===== config.mk =====
export PLATFORM = sky130hd
export DESIGN_NAME = sa_result_address_writer
export DESIGN_NICKNAME = d
export VERILOG_FILES = /design/src/rtl/sa_result_address_writer_pkg.sv /design/src/rtl/sa_wavefront_index_map.sv /design/src/rtl/sa_result_address_writer.sv
export SDC_FILE = /design/constraint.sdc
export NUM_CORES = 1
export LEC_CHECK = 0
export ABC_CLOCK_PERIOD_IN_PS = 5400
export BUFFER_PORTS_ARGS = -buffer_cell sky130_fd_sc_hd__buf_2
export CELL_PAD_IN_SITES_DETAIL_PLACEMENT = 2
export CELL_PAD_IN_SITES_GLOBAL_PLACEMENT = 2
export CORE_ASPECT_RATIO = 0.6
export CORE_MARGIN = 1.5
export CORE_UTILIZATION = 36
export CTS_CLUSTER_SIZE = 20
export DETAILED_ROUTE_END_ITERATION = 12
export PLACE_DENSITY_LB_ADDON = 0.15
export SYNTH_ARGS = -nofsm -noshare
export SYNTH_HDL_FRONTEND = slang
export SYNTH_SLANG_ARGS = --single-unit

===== constraint.sdc =====
create_clock -name clk -period 5.4 [get_ports clk]
set_input_delay 0.27 -clock clk [delete_from_list [all_inputs] [get_ports clk]]
set_output_delay 0.27 -clock clk [all_outputs]
set_load 0.01 [all_outputs]

===== src/rtl/sa_result_address_writer_pkg.sv =====
// Shared types and wavefront tables for the systolic-array result write-back path.
package sa_pkg;

    localparam int SA_DIM     = 3;
    localparam int TILE_ELEMS = SA_DIM * SA_DIM;

    typedef enum logic [1:0] {
        IDLE = 2'd0,
        RUN  = 2'd1,
        DONE = 2'd2
    } state_t;

    // Row and column of each beat as the result tile drains diagonally from the array.
    localparam logic [1:0] WF_ROW [TILE_ELEMS] = '{2'd2, 2'd1, 2'd2, 2'd0, 2'd1, 2'd2, 2'd0, 2'd1, 2'd0};
    localparam logic [1:0] WF_COL [TILE_ELEMS] = '{2'd0, 2'd0, 2'd1, 2'd0, 2'd1, 2'd2, 2'd1, 2'd2, 2'd2};

endpackage


===== src/rtl/sa_wavefront_index_map.sv =====
// Maps a drain-order beat index to its (row, col) position inside the result tile.
module sa_wavefront_index_map
    import sa_pkg::*;
(
    input  logic [3:0] idx,
    output logic [1:0] row,
    output logic [1:0] col
);

    // Table lookup; indices past the tile map to the origin.
    always_comb begin
        row = 2'd0;
        col = 2'd0;
        if (idx < 4'(TILE_ELEMS)) begin
            row = WF_ROW[idx];
            col = WF_COL[idx];
        end
    end

endmodule


===== src/rtl/sa_result_address_writer.sv =====
// Tags each result beat with its row-major output-buffer address and writes it out
// through a two-entry FIFO, one 3x3 tile per start pulse.
module sa_result_address_writer
    import sa_pkg::*;
#(
    parameter int DW         = 16,
    parameter int AW         = 6,
    parameter int ROW_STRIDE = 4
) (
    input  logic          clk,
    input  logic          rst_n,
    input  logic          start,
    input  logic [AW-1:0] base_addr,
    input  logic          in_valid,
    input  logic [DW-1:0] in_data,
    output logic          in_ready,
    output logic          mem_we,
    output logic [AW-1:0] mem_addr,
    output logic [DW-1:0] mem_wdata,
    input  logic          mem_ready,
    output logic          busy,
    output logic          done
);

    state_t        state_q, state_d;
    logic [3:0]    in_idx_q;
    logic [3:0]    wr_cnt_q;
    logic [AW-1:0] base_q;

    logic [AW-1:0] fifo_addr_p1 [2];
    logic [DW-1:0] fifo_data_p1 [2];
    logic          wr_ptr_q;
    logic          rd_ptr_q;
    logic [1:0]    count_q;

    logic          fifo_full;
    logic          fifo_empty;
    logic          push;
    logic          pop;
    logic [1:0]    row;
    logic [1:0]    col;
    logic [AW-1:0] addr_calc;

    assign fifo_full  = (count_q == 2'd2);
    assign fifo_empty = (count_q == 2'd0);

    // in_ready is built from registered state only, so mem_ready never reaches it.
    assign in_ready = (state_q == RUN) && !fifo_full && (in_idx_q < 4'(TILE_ELEMS));
    assign push     = in_valid && in_ready;
    assign pop      = mem_we && mem_ready;

    assign busy = (state_q != IDLE);
    assign done = (state_q == DONE);

    sa_wavefront_index_map u_map (
        .idx (in_idx_q),
        .row (row),
        .col (col)
    );

    // Address wraps silently modulo 2^AW.
    assign addr_calc = base_q + (AW'(row) * AW'(ROW_STRIDE)) + AW'(col);

    // Head of the FIFO drives the memory port; outputs read zero while empty.
    assign mem_we    = !fifo_empty;
    assign mem_addr  = fifo_empty ? '0 : fifo_addr_p1[rd_ptr_q];
    assign mem_wdata = fifo_empty ? '0 : fifo_data_p1[rd_ptr_q];

    // State register.
    always_ff @(posedge clk or negedge rst_n) begin
        if (!rst_n) state_q <= IDLE;
        else        state_q <= state_d;
    end

    // Next-state: a tile job ends on the ninth accepted write, DONE lasts one cycle.
    always_comb begin
        state_d = state_q;
        case (state_q)
            IDLE:    if (start) state_d = RUN;
            RUN:     if (pop && (wr_cnt_q == 4'(TILE_ELEMS - 1))) state_d = DONE;
            DONE:    state_d = IDLE;
            default: state_d = IDLE;
        endcase
    end

    // Job counters and base latch; start is only honoured from IDLE.
    always_ff @(posedge clk or negedge rst_n) begin
        if (!rst_n) begin
            base_q   <= '0;
            in_idx_q <= '0;
            wr_cnt_q <= '0;
        end else if ((state_q == IDLE) && start) begin
            base_q   <= base_addr;
            in_idx_q <= '0;
            wr_cnt_q <= '0;
        end else begin
            if (push) in_idx_q <= in_idx_q + 4'd1;
            if (pop)  wr_cnt_q <= wr_cnt_q + 4'd1;
        end
    end

    // FIFO pointers and occupancy; push while full is blocked by in_ready.
    always_ff @(posedge clk or negedge rst_n) begin
        if (!rst_n) begin
            wr_ptr_q <= 1'b0;
            rd_ptr_q <= 1'b0;
            count_q  <= 2'd0;
        end else begin
            if (push) wr_ptr_q <= ~wr_ptr_q;
            if (pop)  rd_ptr_q <= ~rd_ptr_q;
            case ({push, pop})
                2'b10:   count_q <= count_q + 2'd1;
                2'b01:   count_q <= count_q - 2'd1;
                default: count_q <= count_q;
            endcase
        end
    end

    // ---- stage p1: FIFO storage (data only, qualified by count) ----
    always_ff @(posedge clk) begin
        if (push) begin
            fifo_addr_p1[wr_ptr_q] <= addr_calc;
            fifo_data_p1[wr_ptr_q] <= in_data;
        end
    end

endmodule


* Word-level counts from Yosys, hierarchy flattened
Memories as Yosys holds them, arrays and structs flattened.
Cells that the tools add are included.
** Storage, ports and cells
- Latch bits :: 0
- Register bits :: 20
- Word-level logic and storage cells :: 63
- Memory bits (writable) :: 44
- Memory bits (read-only) :: 64
- Input bits :: 27
- Memories :: 4
- Output and inout port bits :: 26
** Memories
- (name not given) :: words 16, width 2, rd ports 1, clocked after Yosys merged registers in 0, write ports 0, RTL line sa_wavefront_index_map.sv:15 : row = WF_ROW[idx];
- (name not given) :: words 16, width 2, rd ports 1, clocked after Yosys merged registers in 0, write ports 0, RTL line sa_wavefront_index_map.sv:16 : col = WF_COL[idx];
- fifo_data_p1 :: words 2, width 16, rd ports 1, clocked after Yosys merged registers in 0, write ports 1, RTL line sa_result_address_writer.sv:31 : logic [DW-1:0] fifo_data_p1 [2];
- fifo_addr_p1 :: words 2, width 6, rd ports 1, clocked after Yosys merged registers in 0, write ports 1, RTL line sa_result_address_writer.sv:30 : logic [AW-1:0] fifo_addr_p1 [2];
** Cells by class
- Shift operators :: 0
- $mul :: 0
- Magnitude comparators :: 2
- Bitwise operators :: 3
- Add/subtract/negate cells :: 6
- Divide/modulo/power cells :: 0
- Equality and inequality tests :: 8
- Muxes and demuxes :: 18
- Reduce and logical (&&, ||, !) cells :: 15
** Operators by type and width (count)
- two-way mux 16 bit :: 1
- two-way mux 2 bit :: 8
- two-way mux 4 bit :: 4
- adder 4 x 1 -> 4 bit, second input constant :: 2
- case mux 2 bit (2 select lines) :: 2
- nonzero test 2 bit :: 4
- adder 6 x 2 -> 6 bit :: 1
- adder 6 x 4 -> 6 bit :: 1
- equality test 2 bit, second input constant :: 3
- logical AND 1 bit :: 6
- two-way mux 6 bit :: 1
- >= comparator 5 bit, second input constant :: 1
- inverter 4 -> 5 bit :: 1
- equality test 2 x 1 -> 1 bit, second input constant :: 2
- equality test 4 bit, second input constant :: 1
- logical NOT 2 bit :: 2
- less-than comparator 4 bit, second input constant :: 1
- adder 2 x 1 -> 2 bit, second input constant :: 1
- logical NOT 1 bit :: 2
- two-way mux 1 bit :: 2
- inequality test 2 x 1 -> 1 bit, second input constant :: 1
- inequality test 2 bit, second input constant :: 1
- inverter 1 bit :: 2
- AND reduction 2 bit :: 1
- subtractor 2 x 1 -> 2 bit, second input constant :: 1

* Depth between registers and ports, before layout
Gate-level depths: netlist of run 1.
- Depth in word-level cells :: 7
- Mapped depth :: 11
- Gate-level depth less buffers :: 11

* By module
A second synthesis of run 1 with hierarchy kept.
** Unflattened totals
- Cells, all modules :: 226
- Area total of the unflattened synthesis :: 2922.8 um2
** Modules (own cells, without submodules)
- sa_result_address_writer :: area an instance 2817.7 um2, sequential area each 1821.7 um2, instances 1, cells an instance 210
- sa_wavefront_index_map :: area an instance 105.1 um2, sequential area each 0.0 um2, instances 1, cells an instance 16

* Worst setup path after synthesis of run 1
No wires, ideal clock.
- Path kind :: flip-flop to flip-flop
- Start :: register in_idx_q[0]
- End :: memory fifo_addr_p1[0][0] (enable)
- Stages on the path, launching flop included :: 7
- Clock period less this slack :: 2.814 ns
- Setup slack :: 2.586 ns
- Required time :: 4.999 ns
- Arrival :: 2.414 ns
- Buffers on the path :: 0
- Setup time :: 0.401 ns
- Cells stage by stage :: dfrtp_1 -> inv_1 -> ha_1 -> nand2b_4 -> a2111oi_4 -> inv_1 -> nor2_1
** Between the ends
- Word-level cells in the longest chain between the ends :: 5
** Ends and longest elaborated chain
- start: declaration :: RTL line sa_result_address_writer.sv:26 : logic [3:0] in_idx_q;
- start signal: assignment :: RTL line sa_result_address_writer.sv:97 : if (push) in_idx_q <= in_idx_q + 4'd1;
- less-than comparator 4 bit :: RTL line sa_result_address_writer.sv:48 : assign in_ready = (state_q == RUN) && !fifo_full && (in_idx_q < 4'(TILE_ELEMS));
- logical AND 1 bit :: RTL line sa_result_address_writer.sv:48
- logical AND 1 bit :: RTL line sa_result_address_writer.sv:49 : assign push = in_valid && in_ready;
- two-way mux 1 bit :: RTL line sa_result_address_writer.sv:121 : if (push) begin
- two-way mux 1 bit (not written as such) :: RTL line sa_result_address_writer.sv:122 : fifo_addr_p1[wr_ptr_q] <= addr_calc;
- end: declaration :: RTL line sa_result_address_writer.sv:30
Every way passes these cells.

* Final worst setup path of run 1
- Start :: register in_idx_q[0]
- End :: memory fifo_data_p1[0][5] (enable)
** Between the ends
- Word-level cells in the longest chain between the ends :: 5
** Ends and longest elaborated chain
- less-than comparator 4 bit :: RTL line sa_result_address_writer.sv:48
- logical AND 1 bit :: RTL line sa_result_address_writer.sv:48
- logical AND 1 bit :: RTL line sa_result_address_writer.sv:49
- two-way mux 1 bit :: RTL line sa_result_address_writer.sv:121
- two-way mux 1 bit (not written as such) :: RTL line sa_result_address_writer.sv:123 : fifo_data_p1[wr_ptr_q] <= in_data;
- end: declaration :: RTL line sa_result_address_writer.sv:31
Every way passes these cells.

==> impl_results.md, run 1 <==
* Outcome: completed
* Design Power at 2.37 mW
* Initial DRC Count at 69
* Top delay family on crit path: simple AND/OR/NAND/NOR gates
* Post-route setup TNS at 0 ns
* Ports at 53
* Worst-path cell chain: inv_1, ha_1, nand2b_4, a2111oi_4, inv_1, nor2_2
* Core Box Area at 7510 sq um
* Pwr dens at 675 nW/um^2
* Number of antenna violations at the first check in global routing at 0
* Setup violations, final at 0
* Seq/Total Area, Yosys at 63.4%
* Critical Path AT at 3.09 ns
* Peak fanout along the critical path at 22
* N_diodes at 0
* Worst skew pair latency at 0.33 ns
* Largest net degree at the start of global routing at 24
* Grt ovf at 0
* RSZ-0062 raised after global routing: false
* Filler cells at 768
* DR vias at 1765
* CTS buffer count at 9
* # nets final at 310
* Syn avg cell area at 13.4 sq um
* Cell variety after synth at 33
* Ys Warns at 0
* #FFs+latches synth at 64
* Post-Route WL at 6790 um
* First drt pass iteration count at 4
* Worst-Margin Slew at 1.27 ns
* FF-to-FF setup slack at 2.25 ns
* Clk sinks at 64
* CTS tree: yes
* Final instance area at 3520 sq um
* Fin. max-slew vios at 0
* Detail Route Antenna Nets at 0
* Most common cell after layout, fill and taps aside: buf_2
* Max Clock Skew at 0.00628 ns
* Final Hold Viols at 0
* Placed Area at 3240 sq um
* All-layer global routing usage at 17.5%
* CP dominant cell by count: inv_1
* Crit. End Element: flop
* Routability cong. at 0.733
* Max Fclk at 317 MHz
* Post-synthesis net count at 253
* Ratio of cells with drive above 1 in the final layout at 29.0%
* CTS Buffer Depth at 2
* Most frequent cells in the layout: buf_2, edfxtp_1, nor2_1
* Worst Setup Start Kind: flop
* Die Height at 72.2 um
* CP peak stage delay at 0.99 ns
* Syn Inst Count at 214
* Slew headroom at 15.0%
* Area delta synth->final at 22.4%
* First-pass GRT wire length at 11100 um
* Max cap viols at 0
* Minimum clock period at 3.15 ns
* Wirelength per Cell at 17.9 um
* Buf+Inv Stages, Crit Path at 2
* CP Class: flop to flop
* Worst hold path class: input port to flop
* Port bufs at 52
* Drt drc at 0
* Clk Tree Root Cell: clkbuf_16
* Die span in x at 118 um
* Post-Syn Area at 2870 sq um
* Die ar. at 8550 sq um
* WP data required at 5.33 ns
* CTS clk-pin slew, worst paths at 0.05 ns
* Htree depth at 3
* DPL Wire Length at 5030 um
* Leakage at 1.55 nW
* Resize count post-CTS at 0
* Vias per inst at 4.64
* Vias in the first global route at 2028
* Slowest CP cell: nor2_2
* Tcrit/Tclk final at 58.4%
* # rows at 24
* Peak supply drop at 0.237 mV
* Initial Utilization at 38.3%
==> layer usage <==
layer,up-vias,global-route usage (%),wire (um)
li1,857,-,-
met1,860,22.3,3170
met2,39,29.1,3250
met3,9,4.87,264
met4,0,6.50,105
met5,-,0,0
==> cell type report <==
cell class	instances	area, sq um	share of cell area, %
inverter	15	56.3	1.60
sequential	64	1820	51.8
multi-input combinational	126	956	27.2
clock buffer	13	250	7.11
clock inverter	3	17.5	0.498
tap	104	130	3.70
timing repair buffer	55	285	8.11
==> cell families after synthesis <==
family                   count (synthesis)  share of synthesized area, %
AO/OA/AOI/OAI                           15                          4.18
buffers and inverters                   24                          3.61
AND/OR/NAND/NOR                         56                          8.71
flip-flops                              64                          63.4
adder cells (fa/ha/maj)                 12                          5.49
multiplexers                            30                          10.7
XOR/XNOR                                13                          3.96
==> Yosys cell counts <==
cell type,n,area share [%]
o21a_1,1,0.26
inv_1,15,2.0
nand3_1,2,0.35
o21ai_0,2,0.35
or2b_1,1,0.26
nand4_1,2,0.44
nand2b_4,1,0.48
a21o_1,2,0.52
nor2b_1,3,0.65
a21oi_1,4,0.70
nand2_1,7,0.91
nor2_2,1,0.22
o22ai_1,1,0.22
a211oi_1,1,0.26
ha_1,11,4.8
mux2i_1,25,8.7
nor2_1,37,4.8
xor2_1,5,1.5
or2_2,1,0.22
a2111oi_4,1,0.96
dfrtp_1,20,17
a41oi_1,1,0.30
xnor2_1,8,2.4
buf_6,1,0.39
clkbuf_1,5,0.65
o31ai_1,1,0.26
and4b_1,1,0.35
mux2_2,5,2.0
fa_1,1,0.70
buf_4,1,0.26
o22a_2,1,0.35
buf_2,2,0.35
edfxtp_1,44,46
==> metrics by stage <==
step	util, %	cells	hold WS (ns)	worst slack, ns
detailed placement	43.2	363	0.265	2.19
floorplan	-	214	-0.0256	2.59
global route	46.9	380	0.136	2.03
global placement	43.2	363	0.268	2.44
finish	46.9	380	0.133	2.25
CTS	46.9	380	0.119	2.20
==> final timing paths <==
path                                   from                 end  cells after the start
worst max-delay path            in_idx_q[0]  fifo_data_p1[0][5]                      6
worst min-delay path             in_data[9]  fifo_data_p1[1][9]                      1
worst max register to register  in_idx_q[0]  fifo_data_p1[0][5]                      6
worst min register to register    base_q[2]           base_q[2]                      1
max in group asynchronous             rst_n           base_q[4]                      2
min in group asynchronous             rst_n         wr_cnt_q[3]                      2
==> repair_timing <==
action	in CTS	in global routing
hold endpoints to repair	20	0
setup buffers	0	0
endpoints found under the setup margin	0	0
hold buffers	1	0
==> worst reg2reg max path, cell delays in order, from the launching register on <==
cell	delay (ns)
dfrtp_1	0.48
inv_1	0.16
ha_1	0.25
nand2b_4	0.08
a2111oi_4	0.60
inv_1	0.20
nor2_2	0.99
==> sequential cells by signal, indices dropped and copies added (netlist names) <==
| signal | cells |
|---|---|
| wr_cnt_q | 4 |
| fifo_data_p1 | 32 |
| base_q | 6 |
| fifo_addr_p1 | 12 |
| rd_ptr_q | 1 |
| wr_ptr_q | 1 |
| state_q | 2 |
| in_idx_q | 4 |
| count_q | 2 |
==> power breakdown <==
group / switching, mW / internal, mW / total [mW]
clock network: 0.200 / 0.322 / 0.522
registers: 0.125 / 0.768 / 0.893
logic: 0.562 / 0.398 / 0.959
total: 0.887 / 1.49 / 2.37
Note: power is estimated with default switching activity, not from simulation.
==> run 2: changes to the inputs <==
Settings changed: ABC_CLOCK_PERIOD_IN_PS 5400 to 3300.
Clock period 5.4 ns to 3.3 ns, I/O delays scaled along.
==> run 2 against run 1 <==
Effect of this change:
- highest routed layer unchanged
- utilization increased by 0.37 points
- register-to-register slack lost 1.4 ns
- combinational power up 65%
==> impl_results.md, run 2 (synthesis gave the netlist of run 1 again) <==
* Fin. max-slew vios at 0
* Final Hold Viols at 0
* Minimum clock period at 2.49 ns
* CP peak stage delay at 0.59 ns
* Clk sinks at 64
* Largest net degree at the start of global routing at 24
* DPL Wire Length at 4790 um
* Most frequent cells in the layout: buf_2, edfxtp_1, nor2_1
* Post-Route WL at 6950 um
* Peak fanout along the critical path at 22
* Post-CTS Hold Buffers at 1
* Max cap viols at 0
* CP Class: flop to flop
* Core Box Area at 7510 sq um
* Die ar. at 8550 sq um
* CP dominant cell by count: inv_1
* Max Clock Skew at 0.00729 ns
* Most common cell after layout, fill and taps aside: buf_2
* Drt drc at 0
* Capturing point of the worst reg2reg path: fifo_addr_p1[1][1]
* All-layer global routing usage at 18.4%
* Top reg by flops: fifo_data_p1
* CTS tree: yes
* CTS buffer count at 9
* Htree depth at 3
* R2R Path Start: in_idx_q[0]
* Pwr dens at 1110 nW/um^2
* Max FFs per register at 32
* First drt pass iteration count at 4
* Worst-path cell chain: inv_1, ha_1, nand2b_4, a2111oi_4, inv_1, nor2_2, buf_4
* Slew headroom at 35.4%
* Ratio of cells with drive above 1 in the final layout at 29.1%
* Die span in x at 118 um
* Port bufs at 52
* Worst Setup Start Kind: flop
* Wirelength per Cell at 18.2 um
* DR vias at 1829
* Placed Area at 3250 sq um
* Hold-critical path depth at 1
* Vias per inst at 4.79
* Setup Buffers After CTS at 0
* FF-to-FF setup slack at 0.81 ns
* Critical Path AT at 2.48 ns
* Detail Route Antenna Nets at 0
* Cells on worst reg2reg path at 7
* Peak supply drop at 0.384 mV
* Area delta synth->final at 23.3%
* WP data required at 3.29 ns
* # nets final at 312
* Slowest CP cell: a2111oi_4
* # rows at 24
* Number of antenna violations at the first check in global routing at 0
* Tcrit/Tclk final at 75.4%
* Vias in the first global route at 2071
* Multi-input gate area at 956 sq um
* Hold path startpoint: in_data[11]
* Outcome: completed
* Leakage at 1.57 nW
* Die Height at 72.2 um
* Storage element area at 1820 sq um
* RSZ-0062 raised after global routing: false
* Hold Path Sink: fifo_data_p1[1][11]
* Ports at 53
* Placed cells at 365
* Final Core Density at 47.2%
* Setup violations, final at 0
* First-pass GRT wire length at 11500 um
* Initial Utilization at 38.3%
* CTS clk-pin slew, worst paths at 0.05 ns
* Routability cong. at 0.725
* N_diodes at 0
* Initial DRC Count at 46
* CTS Buffer Depth at 2
* Filler cells at 762
* Crit. End Element: flop
* Worst-Margin Slew at 0.968 ns
* Post-route setup TNS at 0 ns
* Worst hold path class: input port to flop
* Grt ovf at 0
* Resize count post-CTS at 0
* Max Fclk at 402 MHz
* Largest regs: fifo_data_p1: 32 flops, fifo_addr_p1: 12 flops, base_q: 6 flops
* Worst skew pair latency at 0.33 ns
* Finished Layout Cells at 382
* Final instance area at 3540 sq um
* Clk Tree Root Cell: clkbuf_16
## run 2: layer usage
layer	track usage, %	share of wire, %	up-vias
met4	5.28	1.2	0
met3	5.97	3.7	7
met1	22.1	45	921
li1	-	-	866
met2	32.4	50	35
met5	0	0	-
## run 2: worst max-delay path by stage
stage                           start  cells past startpoint            endpoint
after floorplan           in_idx_q[0]                      6  fifo_addr_p1[0][0]
after global placement    in_idx_q[0]                      7  fifo_data_p1[1][1]
after detailed placement  in_idx_q[0]                      7  fifo_addr_p1[0][2]
after CTS                 in_idx_q[0]                      7  fifo_addr_p1[1][1]
after global routing      in_idx_q[0]                      7  fifo_data_p1[1][1]
final                     in_idx_q[0]                      7  fifo_addr_p1[1][1]
## run 2: area by class of cell
| class | instances | area share [%] |
|---|---|---|
| Inverter | 15 | 1.59 |
| Multi-Input combinational cell | 126 | 27.0 |
| Clock buffer | 11 | 6.57 |
| Tap cell | 104 | 3.67 |
| Sequential cell | 64 | 51.4 |
| Timing Repair Buffer | 57 | 8.47 |
| Clock inverter | 5 | 1.34 |
## run 2: where the power goes
part,switching [mW],internal [mW],total (mW)
clock,0.319,0.576,0.895
combinational,0.922,0.657,1.58
sequential,0.213,1.25,1.47
total,1.45,2.49,3.94
## run 2: worst max-delay path: cells and delay by family (launching register included)
family                     cells  cell delay, ns
buffers and inverters          3            0.66
AOI/OAI and AO/OA              1            0.59
DFF                            1            0.47
adders and majority gates      1            0.22
and+or+nand+nor                2            0.21
## run 2: stage by stage
stage	setup WS, ns	total power, mW	hold slack (ns)
6_report	0.810	3.94	0.0296
5_1_grt	0.544	4.23	0.0178
4_1_cts	0.768	4.02	0.0142
3_5_place_dp	0.827	3.07	0.154
3_3_place_gp	0.958	2.96	0.157
2_1_floorplan	0.486	2.49	-0.131
==> run 3: changes to the inputs <==
Settings changed: ABC_CLOCK_PERIOD_IN_PS 3300 to 2300.
Clock period 3.3 ns to 2.3 ns, I/O delays scaled along.
==> run 3 against run 2 <==
Effect of this change:
- via count rose by 5.0%
- first-iteration DRC count up 6.5%
- wire length down 0.36%
- worst setup slack lost 0.70 ns
- critical path depth up 2
- critical path type unchanged
- largest cell class unchanged
==> impl_results.md, run 3 (synthesis gave the netlist of run 1 again) <==
* Outcome: completed
* Peak supply drop at 0.675 mV
* Initial DRC Count at 49
* Wirelength per Cell at 17.1 um
* CTS tree: yes
* CP Class: flop to flop
* Peak fanout along the critical path at 4
* N_diodes at 0
* # rows at 24
* DR vias at 1920
* Setup violations, final at 0
* GR Util met1 at 21.0%
* Die Height at 72.2 um
* Number of antenna violations at the first check in global routing at 0
* CTS Buffer Depth at 2
* First drt pass iteration count at 4
* WP data required at 2.36 ns
* # nets final at 335
* Post-Route WL at 6920 um
* Core Box Area at 7510 sq um
* Worst-Margin Slew at 0.484 ns
* Critical Path AT at 2.25 ns
* Ports at 53
* Leakage at 1.67 nW
* Detail Route Antenna Nets at 0
* Most common cell after layout, fill and taps aside: buf_2
* Die ar. at 8550 sq um
* Global routing usage on met2 at 30.6%
* First-pass GRT wire length at 11200 um
* Placed Area at 3320 sq um
* Ratio of cells with drive above 1 in the final layout at 29.2%
* CTS buffer count at 9
* Final Hold Viols at 0
* Routability cong. at 0.720
* Final instance area at 3780 sq um
* Placed cells at 369
* Initial Utilization at 38.3%
* Minimum clock period at 2.18 ns
* RSZ-0062 raised after global routing: false
* CTS clk-pin slew, worst paths at 0.06 ns
* Drt drc at 0
* Largest regs: fifo_data_p1: 32 flops, fifo_addr_p1: 12 flops, base_q: 6 flops
* Most frequent cells in the layout: buf_2, edfxtp_1, nor2_1
* Crit. End Element: flop
* Largest net degree at the start of global routing at 24
* All-layer global routing usage at 17.7%
* DPL Wire Length at 4480 um
* Htree depth at 3
* Area delta synth->final at 31.5%
* Max Fclk at 458 MHz
* Tcrit/Tclk final at 95.0%
* Max FFs per register at 32
* Max cap viols at 0
* Vias in the first global route at 2167
* Worst hold path class: input port to flop
* Met3 usage at 5.82%
* Worst Setup Start Kind: flop
* Port bufs at 52
* Clk Tree Root Cell: clkbuf_16
* Slew headroom at 67.7%
* GRT busiest layer: met2
* Finished Layout Cells at 405
* Pwr dens at 1510 nW/um^2
* Clk sinks at 64
* Worst skew pair latency at 0.33 ns
* Fin. max-slew vios at 0
* Max Clock Skew at 0.00718 ns
* Vias per inst at 4.74
* Grt ovf at 0
* Top reg by flops: fifo_data_p1
* Die span in x at 118 um
[run 3: worst paths after layout]
| kind | from | endpoint | slack (ns) | cells past startpoint |
|---|---|---|---|---|
| min in group asynchronous | rst_n | in_idx_q[1] | 0.28 | 2 |
| setup reg to reg | in_idx_q[1] | fifo_addr_p1[0][4] | 0.12 | 9 |
| hold reg to reg | count_q[1] | count_q[1] | 0.55 | 1 |
| setup / recovery | in_idx_q[1] | fifo_addr_p1[0][4] | 0.12 | 9 |
| hold / removal | base_addr[2] | base_q[2] | 0.02 | 2 |
| max in group asynchronous | rst_n | in_idx_q[2] | 1.66 | 2 |
[run 3: what timing repair did]
item                                   in CTS  in global routing
endpoints found under the hold margin      54                  0
resized for setup                           0                  2
hold buffers                               19                  0
buffers inserted                            0                  1
setup endpoints to repair                   0                  4
[run 3: cell type report]
class | count | area, sq um
clock buffers | 10 | 229
clock inverters | 6 | 26.3
fillers | 743 | 3730
inverters | 15 | 56.3
multi-input cells | 126 | 958
flip-flops and latches | 64 | 1820
well taps | 104 | 130
repair buffers | 80 | 556
[run 3: critical path, stage by stage (launching register included)]
cell     delay, ns
dfrtp_1       0.42
inv_1         0.12
ha_2          0.22
nand2_1       0.06
o22a_2        0.26
fa_1          0.44
inv_1         0.08
a21o_1        0.11
a21oi_1       0.07
xnor2_1       0.14
[run 3: power by group]
part,internal [mW],switching [mW]
registers,1.80,0.287
clock network,0.710,0.459
logic,1.07,1.38
[run 3: routing by layer]
layer,wire (um),vias to the layer above
met2,3450,38
li1,-,910
met1,3110,962
met3,253,10
met4,102,0
met5,0,-
[run 3: per-stage QoR]
step	TNS, ns	total power [mW]	hold WS, ns	worst slack, ns	utilization [%]
6_report	0	5.70	0.0191	0.115	50.3
3_5_place_dp	0	4.50	0.0973	0.125	44.3
3_3_place_gp	0	4.38	0.106	0.204	44.3
4_1_cts	0	5.77	0.00429	0.104	50.2
2_1_floorplan	-8.09	3.58	-0.181	-0.184	-
5_1_grt	0	6.08	0.0159	0.0224	50.3
